[src/rtl/trace_player_pkg.sv]
// trace_player_pkg: shared types and helpers for the trace player.
//   entry_kind_e : two-bit entry kind at the top of every trace entry
//   state_e      : replay FSM states
//   entry_bits() : trace entry width derived from the field widths
package trace_player_pkg;

    typedef enum logic [1:0] {
        KindIdle    = 2'b00,
        KindPush    = 2'b01,
        KindPop     = 2'b10,
        KindPushPop = 2'b11
    } entry_kind_e;

    typedef enum logic [1:0] {
        StIssue = 2'b00,
        StGap   = 2'b01,
        StDone  = 2'b10
    } state_e;

    // Kind field plus the wider of the idle-count payload and the push payload.
    function automatic int unsigned entry_bits(input int unsigned idle_bits,
                                               input int unsigned prio_bits,
                                               input int unsigned tree_bits,
                                               input int unsigned mtw,
                                               input int unsigned ptw);
        int unsigned idle_w;
        int unsigned push_w;
        idle_w = idle_bits + 1;
        push_w = prio_bits + tree_bits + mtw + ptw;
        return 2 + ((idle_w > push_w) ? idle_w : push_w);
    endfunction

endpackage

[src/rtl/trace_player_fifo.sv]
// trace_player_fifo: synchronous FIFO with full/empty flags, no bypass.
// Ports:
//   i_clk, i_arst_n   clock, asynchronous active-low reset (clears pointers only)
//   wr_en, wr_data    write request; ignored while full
//   rd_en             pop the head; ignored while empty
//   rd_data           current head (valid when !empty)
//   full, empty       occupancy flags
module trace_player_fifo #(
    parameter int unsigned WIDTH = 8,
    parameter int unsigned DEPTH = 8
) (
    input  logic             i_clk,
    input  logic             i_arst_n,
    input  logic             wr_en,
    input  logic [WIDTH-1:0] wr_data,
    input  logic             rd_en,
    output logic [WIDTH-1:0] rd_data,
    output logic             full,
    output logic             empty
);

    localparam int unsigned AW = $clog2(DEPTH);
    localparam logic [AW:0] PTR_ONE = (AW + 1)'(1);

    logic [WIDTH-1:0] mem [DEPTH];
    // Pointers carry one extra wrap bit to tell full from empty.
    logic [AW:0] wr_ptr_q;
    logic [AW:0] rd_ptr_q;
    logic        do_wr;
    logic        do_rd;

    assign empty   = (wr_ptr_q == rd_ptr_q);
    assign full    = (wr_ptr_q[AW] != rd_ptr_q[AW]) &&
                     (wr_ptr_q[AW-1:0] == rd_ptr_q[AW-1:0]);
    assign do_wr   = wr_en && !full;
    assign do_rd   = rd_en && !empty;
    assign rd_data = mem[rd_ptr_q[AW-1:0]];

    always_ff @(posedge i_clk) begin
        if (do_wr) begin
            mem[wr_ptr_q[AW-1:0]] <= wr_data;
        end
    end

    always_ff @(posedge i_clk or negedge i_arst_n) begin
        if (!i_arst_n) begin
            wr_ptr_q <= '0;
            rd_ptr_q <= '0;
        end else begin
            if (do_wr) begin
                wr_ptr_q <= wr_ptr_q + PTR_ONE;
            end
            if (do_rd) begin
                rd_ptr_q <= rd_ptr_q + PTR_ONE;
            end
        end
    end

endmodule

[src/rtl/trace_player.sv]
// trace_player: buffers typed trace entries and replays them to a PIFO tree as
// registered push / pop / push+pop strobes or idle gaps.
// Ports:
//   i_clk, i_arst_n                       clock, asynchronous active-low reset
//   i_trace_valid/last/data, o_trace_ready entry stream (accept on valid && ready)
//   i_pifo_ready                          PIFO accepts a command this cycle
//   o_push, o_push_priority/tree_id/data  registered push command
//   o_pop, o_pop_tree_id                  registered pop command
//   o_busy                                FIFO non-empty, gap running or strobe out
//   o_done                                sticky, last entry fully replayed
// Build option TRACE_PLAYER_STATS_EN adds saturating 32-bit counters
//   o_push_cnt, o_pop_cnt, o_stall_cnt.
module trace_player
    import trace_player_pkg::*;
#(
    parameter int unsigned IDLECYCLE    = 1024,
    parameter int unsigned PRIORITY_NUM = 16,
    parameter int unsigned TREE_NUM     = 4,
    parameter int unsigned PTW          = 16,
    parameter int unsigned MTW          = $clog2(TREE_NUM),
    parameter int unsigned FIFO_DEPTH   = 8,
    localparam int unsigned IDLECYCLE_BITS = $clog2(IDLECYCLE),
    localparam int unsigned PRIORITY_BITS  = $clog2(PRIORITY_NUM),
    localparam int unsigned TREE_NUM_BITS  = $clog2(TREE_NUM),
    localparam int unsigned ENTRY_BITS     =
        entry_bits(IDLECYCLE_BITS, PRIORITY_BITS, TREE_NUM_BITS, MTW, PTW)
) (
    input  logic                      i_clk,
    input  logic                      i_arst_n,
    input  logic                      i_trace_valid,
    input  logic                      i_trace_last,
    input  logic [ENTRY_BITS-1:0]     i_trace_data,
    output logic                      o_trace_ready,
    input  logic                      i_pifo_ready,
    output logic                      o_push,
    output logic [PRIORITY_BITS-1:0]  o_push_priority,
    output logic [TREE_NUM_BITS-1:0]  o_push_tree_id,
    output logic [MTW+PTW-1:0]        o_push_data,
    output logic                      o_pop,
    output logic [TREE_NUM_BITS-1:0]  o_pop_tree_id,
    output logic                      o_busy,
    output logic                      o_done
`ifdef TRACE_PLAYER_STATS_EN
    ,
    output logic [31:0]               o_push_cnt,
    output logic [31:0]               o_pop_cnt,
    output logic [31:0]               o_stall_cnt
`endif
);

    localparam int unsigned DW = MTW + PTW;
    localparam int unsigned CW = IDLECYCLE_BITS + 1;

    // Ingress FIFO; the top bit of each slot stores the last flag.
    logic                  fifo_wr;
    logic                  fifo_rd;
    logic                  fifo_full;
    logic                  fifo_empty;
    logic [ENTRY_BITS:0]   head;

    assign o_trace_ready = !fifo_full;
    assign fifo_wr       = i_trace_valid && !fifo_full;

    trace_player_fifo #(
        .WIDTH (ENTRY_BITS + 1),
        .DEPTH (FIFO_DEPTH)
    ) u_fifo (
        .i_clk    (i_clk),
        .i_arst_n (i_arst_n),
        .wr_en    (fifo_wr),
        .wr_data  ({i_trace_last, i_trace_data}),
        .rd_en    (fifo_rd),
        .rd_data  (head),
        .full     (fifo_full),
        .empty    (fifo_empty)
    );

    // Head field decode.
    entry_kind_e              head_kind;
    logic                     head_last;
    logic [CW-1:0]            head_n;
    logic [DW-1:0]            head_data;
    logic [TREE_NUM_BITS-1:0] head_tree;
    logic [PRIORITY_BITS-1:0] head_prio;
    logic                     head_is_push;
    logic                     head_is_pop;

    assign head_last    = head[ENTRY_BITS];
    assign head_kind    = entry_kind_e'(head[ENTRY_BITS-1 -: 2]);
    assign head_n       = head[CW-1:0];
    assign head_data    = head[DW-1:0];
    assign head_tree    = head[DW +: TREE_NUM_BITS];
    assign head_prio    = head[DW+TREE_NUM_BITS +: PRIORITY_BITS];
    assign head_is_push = (head_kind == KindPush) || (head_kind == KindPushPop);
    assign head_is_pop  = (head_kind == KindPop) || (head_kind == KindPushPop);

    state_e                   state_q, state_d;
    logic [CW-1:0]            cnt_q, cnt_d;
    logic                     gap_last_q, gap_last_d;
    logic                     push_q, push_d;
    logic                     pop_q, pop_d;
    logic [PRIORITY_BITS-1:0] prio_q, prio_d;
    logic [TREE_NUM_BITS-1:0] tree_q, tree_d;
    logic [DW-1:0]            data_q, data_d;
    logic [TREE_NUM_BITS-1:0] pop_tree_q, pop_tree_d;

    always_comb begin
        state_d    = state_q;
        cnt_d      = cnt_q;
        gap_last_d = gap_last_q;
        fifo_rd    = 1'b0;
        // Outputs fall back to the PIFO idle values whenever nothing is issued.
        push_d     = 1'b0;
        pop_d      = 1'b0;
        prio_d     = '1;
        tree_d     = '0;
        data_d     = '1;
        pop_tree_d = '0;

        case (state_q)
            StIssue: begin
                if (!fifo_empty) begin
                    if (head_kind == KindIdle) begin
                        // Idle entries never wait on the PIFO.
                        fifo_rd = 1'b1;
                        if (head_n != '0) begin
                            cnt_d      = head_n;
                            gap_last_d = head_last;
                            state_d    = StGap;
                        end else if (head_last) begin
                            state_d = StDone;
                        end
                    end else if (i_pifo_ready) begin
                        fifo_rd = 1'b1;
                        push_d  = head_is_push;
                        pop_d   = head_is_pop;
                        if (head_is_push) begin
                            prio_d = head_prio;
                            tree_d = head_tree;
                            data_d = head_data;
                        end
                        if (head_is_pop) begin
                            pop_tree_d = head_tree;
                        end
                        if (head_last) begin
                            state_d = StDone;
                        end
                    end
                end
            end
            StGap: begin
                // The dequeue cycle plus N gap cycles gives N+1 quiet cycles.
                if (cnt_q == CW'(1)) begin
                    state_d = gap_last_q ? StDone : StIssue;
                end else begin
                    cnt_d = cnt_q - CW'(1);
                end
            end
            StDone: begin
                state_d = StDone;
            end
            default: begin
                state_d = StIssue;
            end
        endcase
    end

    always_ff @(posedge i_clk or negedge i_arst_n) begin
        if (!i_arst_n) begin
            state_q    <= StIssue;
            cnt_q      <= '0;
            gap_last_q <= 1'b0;
            push_q     <= 1'b0;
            pop_q      <= 1'b0;
            prio_q     <= '1;
            tree_q     <= '0;
            data_q     <= '1;
            pop_tree_q <= '0;
        end else begin
            state_q    <= state_d;
            cnt_q      <= cnt_d;
            gap_last_q <= gap_last_d;
            push_q     <= push_d;
            pop_q      <= pop_d;
            prio_q     <= prio_d;
            tree_q     <= tree_d;
            data_q     <= data_d;
            pop_tree_q <= pop_tree_d;
        end
    end

    assign o_push          = push_q;
    assign o_pop           = pop_q;
    assign o_push_priority = prio_q;
    assign o_push_tree_id  = tree_q;
    assign o_push_data     = data_q;
    assign o_pop_tree_id   = pop_tree_q;
    // A strobe on the outputs still counts as a command in progress.
    assign o_busy          = !fifo_empty || (state_q == StGap) || push_q || pop_q;
    assign o_done          = (state_q == StDone);

`ifdef TRACE_PLAYER_STATS_EN
    logic        stall;
    logic [31:0] push_cnt_q;
    logic [31:0] pop_cnt_q;
    logic [31:0] stall_cnt_q;

    assign stall = (state_q == StIssue) && !fifo_empty && (head_kind != KindIdle) &&
                   !i_pifo_ready;

    always_ff @(posedge i_clk or negedge i_arst_n) begin
        if (!i_arst_n) begin
            push_cnt_q  <= '0;
            pop_cnt_q   <= '0;
            stall_cnt_q <= '0;
        end else begin
            if (push_d && (push_cnt_q != '1)) begin
                push_cnt_q <= push_cnt_q + 32'd1;
            end
            if (pop_d && (pop_cnt_q != '1)) begin
                pop_cnt_q <= pop_cnt_q + 32'd1;
            end
            if (stall && (stall_cnt_q != '1)) begin
                stall_cnt_q <= stall_cnt_q + 32'd1;
            end
        end
    end

    assign o_push_cnt  = push_cnt_q;
    assign o_pop_cnt   = pop_cnt_q;
    assign o_stall_cnt = stall_cnt_q;
`endif

endmodule

[config.mk]
export PLATFORM = sky130hd
export DESIGN_NAME = trace_player
export DESIGN_NICKNAME = d
export VERILOG_FILES = /design/src/rtl/trace_player_pkg.sv /design/src/rtl/trace_player_fifo.sv /design/src/rtl/trace_player.sv
export SDC_FILE = /design/constraint.sdc
export NUM_CORES = 1
export LEC_CHECK = 0
export ABC_AREA = 1
export CAP_MARGIN = 20
export CORE_ASPECT_RATIO = 1.1
export CORE_MARGIN = 3
export CORE_UTILIZATION = 45
export DETAILED_ROUTE_END_ITERATION = 8
export GPL_TIMING_DRIVEN = 0
export PLACE_DENSITY = 0.67
export SLEW_MARGIN = 10
export SYNTH_ARGS = -nofsm -noshare
export SYNTH_HDL_FRONTEND = slang
export SYNTH_SLANG_ARGS = --single-unit
[constraint.sdc]
create_clock -name i_clk -period 3.1 [get_ports i_clk]
set_clock_uncertainty 0.15 [all_clocks]
set_input_delay 0.465 -clock i_clk [delete_from_list [all_inputs] [get_ports i_clk]]
set_output_delay 0.465 -clock i_clk [all_outputs]
set_load 0.03 [all_outputs]
==> flow_metrics.env <==
export IMPL_area_growth_pct=19.83
export IMPL_crit_chain="buf_6 > buf_6 > xor2_2 > nor3_1 > nand2_1 > clkdlybuf4s50_1"
export IMPL_worstPathRequired_ps=2480
export IMPL_critPathLaunch="u_fifo.rd_ptr_q[0]"
export IMPL_ant_nets=0
export IMPL_clockBufferDepth=3
export IMPL_fp_row_count=58
export IMPL_powerDensity_mw_per_mm2=1028
export IMPL_placedCellCount=1317
export IMPL_crit_path_frequent_cell="buf_6"
export IMPL_final_nets=1084
export IMPL_place_hpwl_um=16710
export IMPL_setup_violations=0
export IMPL_num_vias=7333
export IMPL_whs_path_depth=2
export IMPL_synth_avg_cell_area_sq_um=11.45
export IMPL_drv_slew=0
export IMPL_layout_drive_gt1_share_pct=11.20
export IMPL_holdCritPathClass="reg -> reg"
export IMPL_root_buffer="clkbuf_16"
export IMPL_ios=62
export IMPL_clk_pin_slew_ps=60
export IMPL_synth_seq_cells=266
export IMPL_grt_setup_unrepaired="no"
export IMPL_die_h_um=168.9
export IMPL_grt_max_degree=51
export IMPL_clock_latency_ps=530
export IMPL_critPathMaxStageDelay_ps=610
export IMPL_cp_num_buf_inv=3
export IMPL_peakVddDrop_mv=0.4621
export IMPL_port_buffers=61
export IMPL_crit_family="buffers and inverters"
export IMPL_ys_warn_count=0
export IMPL_cp_arrival_ps=2290
export IMPL_hp_start="gap_last_q"
export IMPL_r2r_start="u_fifo.rd_ptr_q[1]"
export IMPL_clkSinkCount=266
export IMPL_antenna_found_initial=1
export IMPL_status="finished clean"
export IMPL_instances_no_fill=1371
export IMPL_diodes=0
export IMPL_max_cap_violations=0
export IMPL_hold_viol=0
export IMPL_synth_seq_area_share_pct=71.51
export IMPL_r2r_cells=7
export IMPL_first_iter_violations=676
export IMPL_grt_pass1_vias=7133
export IMPL_end_kind="output port"
export IMPL_netlist_area_sq_mm=0.01086
export IMPL_cts_tree="yes"
export IMPL_syn_nets=983
export IMPL_fmax_mhz=344.6
export IMPL_dr_pass1_iters=5
export IMPL_drc=0
export IMPL_post_drt_wl_per_cell_um=19.41
export IMPL_grt_use_total_pct=20.27
export IMPL_leakagePower_uw=0.004930
export IMPL_setup_worst_path_start_class="flip-flop"
export IMPL_cts_buffers=28
export IMPL_die_area_sq_mm=0.02603
export IMPL_tightest_slew_ps=762.4
export IMPL_period_needed_ps=2902
export IMPL_synth_cell_types=34
export IMPL_slew_headroom_pct=49.17
export IMPL_finalCritPeriodShare_pct=93.62
export IMPL_cpMaxStageDelayCell="clkdlybuf4s50_1"
export IMPL_grt_overflow_total=0
export IMPL_holdPathEnd="gap_last_q"
export IMPL_path_class="reg -> out"
export IMPL_h_tree_depth=1
export IMPL_fillers=1927
export IMPL_r2r_end="o_push_data[15]"
export IMPL_worstPathMaxFanout=10
export IMPL_initial_core_util_pct=46.61
export IMPL_rrSetupSlack_ps=340
export IMPL_routed_via_density=5.349
export IMPL_drt_total_wl_um=26620
export IMPL_grt_pass1_wl_um=40630
export IMPL_core_sq_mm=0.02329
export IMPL_die_w_um=154.1
export IMPL_syn_inst=948
export IMPL_place_congestion=0.7882
export IMPL_p_total_uw=13380
==> worst max-delay path by stage <==
stage / endpoint / depth (start not counted)
2_1_floorplan: u_fifo.mem[0][0] / 8
3_3_place_gp: u_fifo.mem[4][16] / 8
3_5_place_dp: o_busy / 7
4_1_cts: o_busy / 6
5_1_grt: o_trace_ready / 5
6_report: o_trace_ready / 6
==> sequential cells by signal, summed over array words and instances (netlist names), 2 cells and up <==
| name | cells |
|---|---|
| o_push_data | 18 |
| state_q | 2 |
| o_pop_tree_id | 2 |
| o_push_priority | 4 |
| u_fifo.rd_ptr_q | 4 |
| cnt_q | 11 |
| u_fifo.mem | 216 |
| o_push_tree_id | 2 |
| u_fifo.wr_ptr_q | 4 |
==> power by group <==
group          switching (uW)  leakage, uW  internal (uW)  total [uW]
Combinational            3590      0.00196           1640        5230
Sequential                269      0.00254           4700        4970
Clock                    1290     0.000425           1890        3180
==> worst reg2reg max path, cell delays in order, from the launching register on <==
cell and delay (ps):
dfrtp_1 410, clkbuf_1 520, clkbuf_1 470, clkbuf_1 510, o21ai_0 190, o22ai_1 220, nand2_1 100, nand3_1 140
==> area by class of cell <==
| class | instances | area (sq um) | area share (%) |
|---|---|---|---|
| Buffer | 45 | 235.2 | 1.808 |
| Clock buffer | 43 | 818.3 | 6.289 |
| Clock inverter | 9 | 73.82 | 0.5674 |
| Inverter | 74 | 281.5 | 2.164 |
| Multi-Input combinational cell | 562 | 2636 | 20.26 |
| Sequential cell | 266 | 7765 | 59.68 |
| Tap cell | 300 | 375.4 | 2.885 |
| Timing Repair Buffer | 72 | 825.8 | 6.347 |
==> layout by cell type, fill, tap and decap left out, types with 6 or more instances in the layout <==
master,count
clkdlybuf4s50_1,59
nand3_1,79
inv_1,69
edfxtp_1,216
nor2_1,106
dfrtp_1,28
buf_4,8
o21ai_0,81
xor2_1,6
dfstp_2,22
nand2_1,209
o21ai_1,16
o22ai_1,25
clkbuf_1,31
nor2_4,8
buf_2,14
clkbuf_16,29
==> cells in the mapped netlist, drive strengths merged <==
library cell,number,area (sq um)
nand3,80,405.4
nor2,117,446.7
nand4,1,6.260
inv,74,277.8
o22ai,25,156.4
nor3,2,10.01
a31oi,1,6.260
dfstp,22,578.1
xor2,8,85.08
o21ai,98,494.2
clkbuf,22,82.58
or2,2,12.51
a21oi,4,20.02
edfxtp,216,6486
xnor2,2,17.52
nor4,2,27.53
o211ai,1,7.510
buf,24,156.4
ha,4,50.05
nand2,211,797.0
a22oi,1,7.510
o221ai,3,26.28
dfrtp,28,700.7
==> metal layers <==
metal  GRT usage [%]  part of all wire [%]  up-vias
met5               0                 0.030        -
met4           7.181                   3.0        2
met3           2.915                   6.2       70
met2           34.90                    50      268
met1           26.39                    41     3544
li1                -                     -     3449
==> through the flow <==
stage / setup TNS (ps) / setup slack (ps) / utilization [%] / cell area (sq um) / hold WS (ps)
after floorplan: -27520 / -254.8 / - / 10870 / 19.41
after global placement: -193410 / -1468 / 50.89 / 11850 / 322.9
after detailed placement: 0 / 343.2 / 51.91 / 12090 / 327.8
after CTS: 0 / 14.77 / 55.80 / 13000 / 336.5
after global routing: 0 / 99.18 / 55.85 / 13010 / 369.1
final: 0 / 197.7 / 55.85 / 13010 / 339.3
==> cell families after synthesis <==
group	synth area share, %
buf+inv	4.759
xor+xnor	0.9449
fa+ha+maj	0.4610
flops	71.51
simple gates	15.71
compound gates	6.615
==> repair_timing <==
| action | 4_1_cts | 5_1_grt |
|---|---|---|
| endpoints found under the hold margin | 28 | 0 |
| hold buffers | 1 | 0 |
| gates cloned | 0 | 0 |
| resized for setup | 0 | 2 |
| setup endpoints to repair | 1 | 1 |
| buffers inserted | 1 | 1 |
| pin swaps | 1 | 0 |
Note: power is estimated with default switching activity, not from simulation.
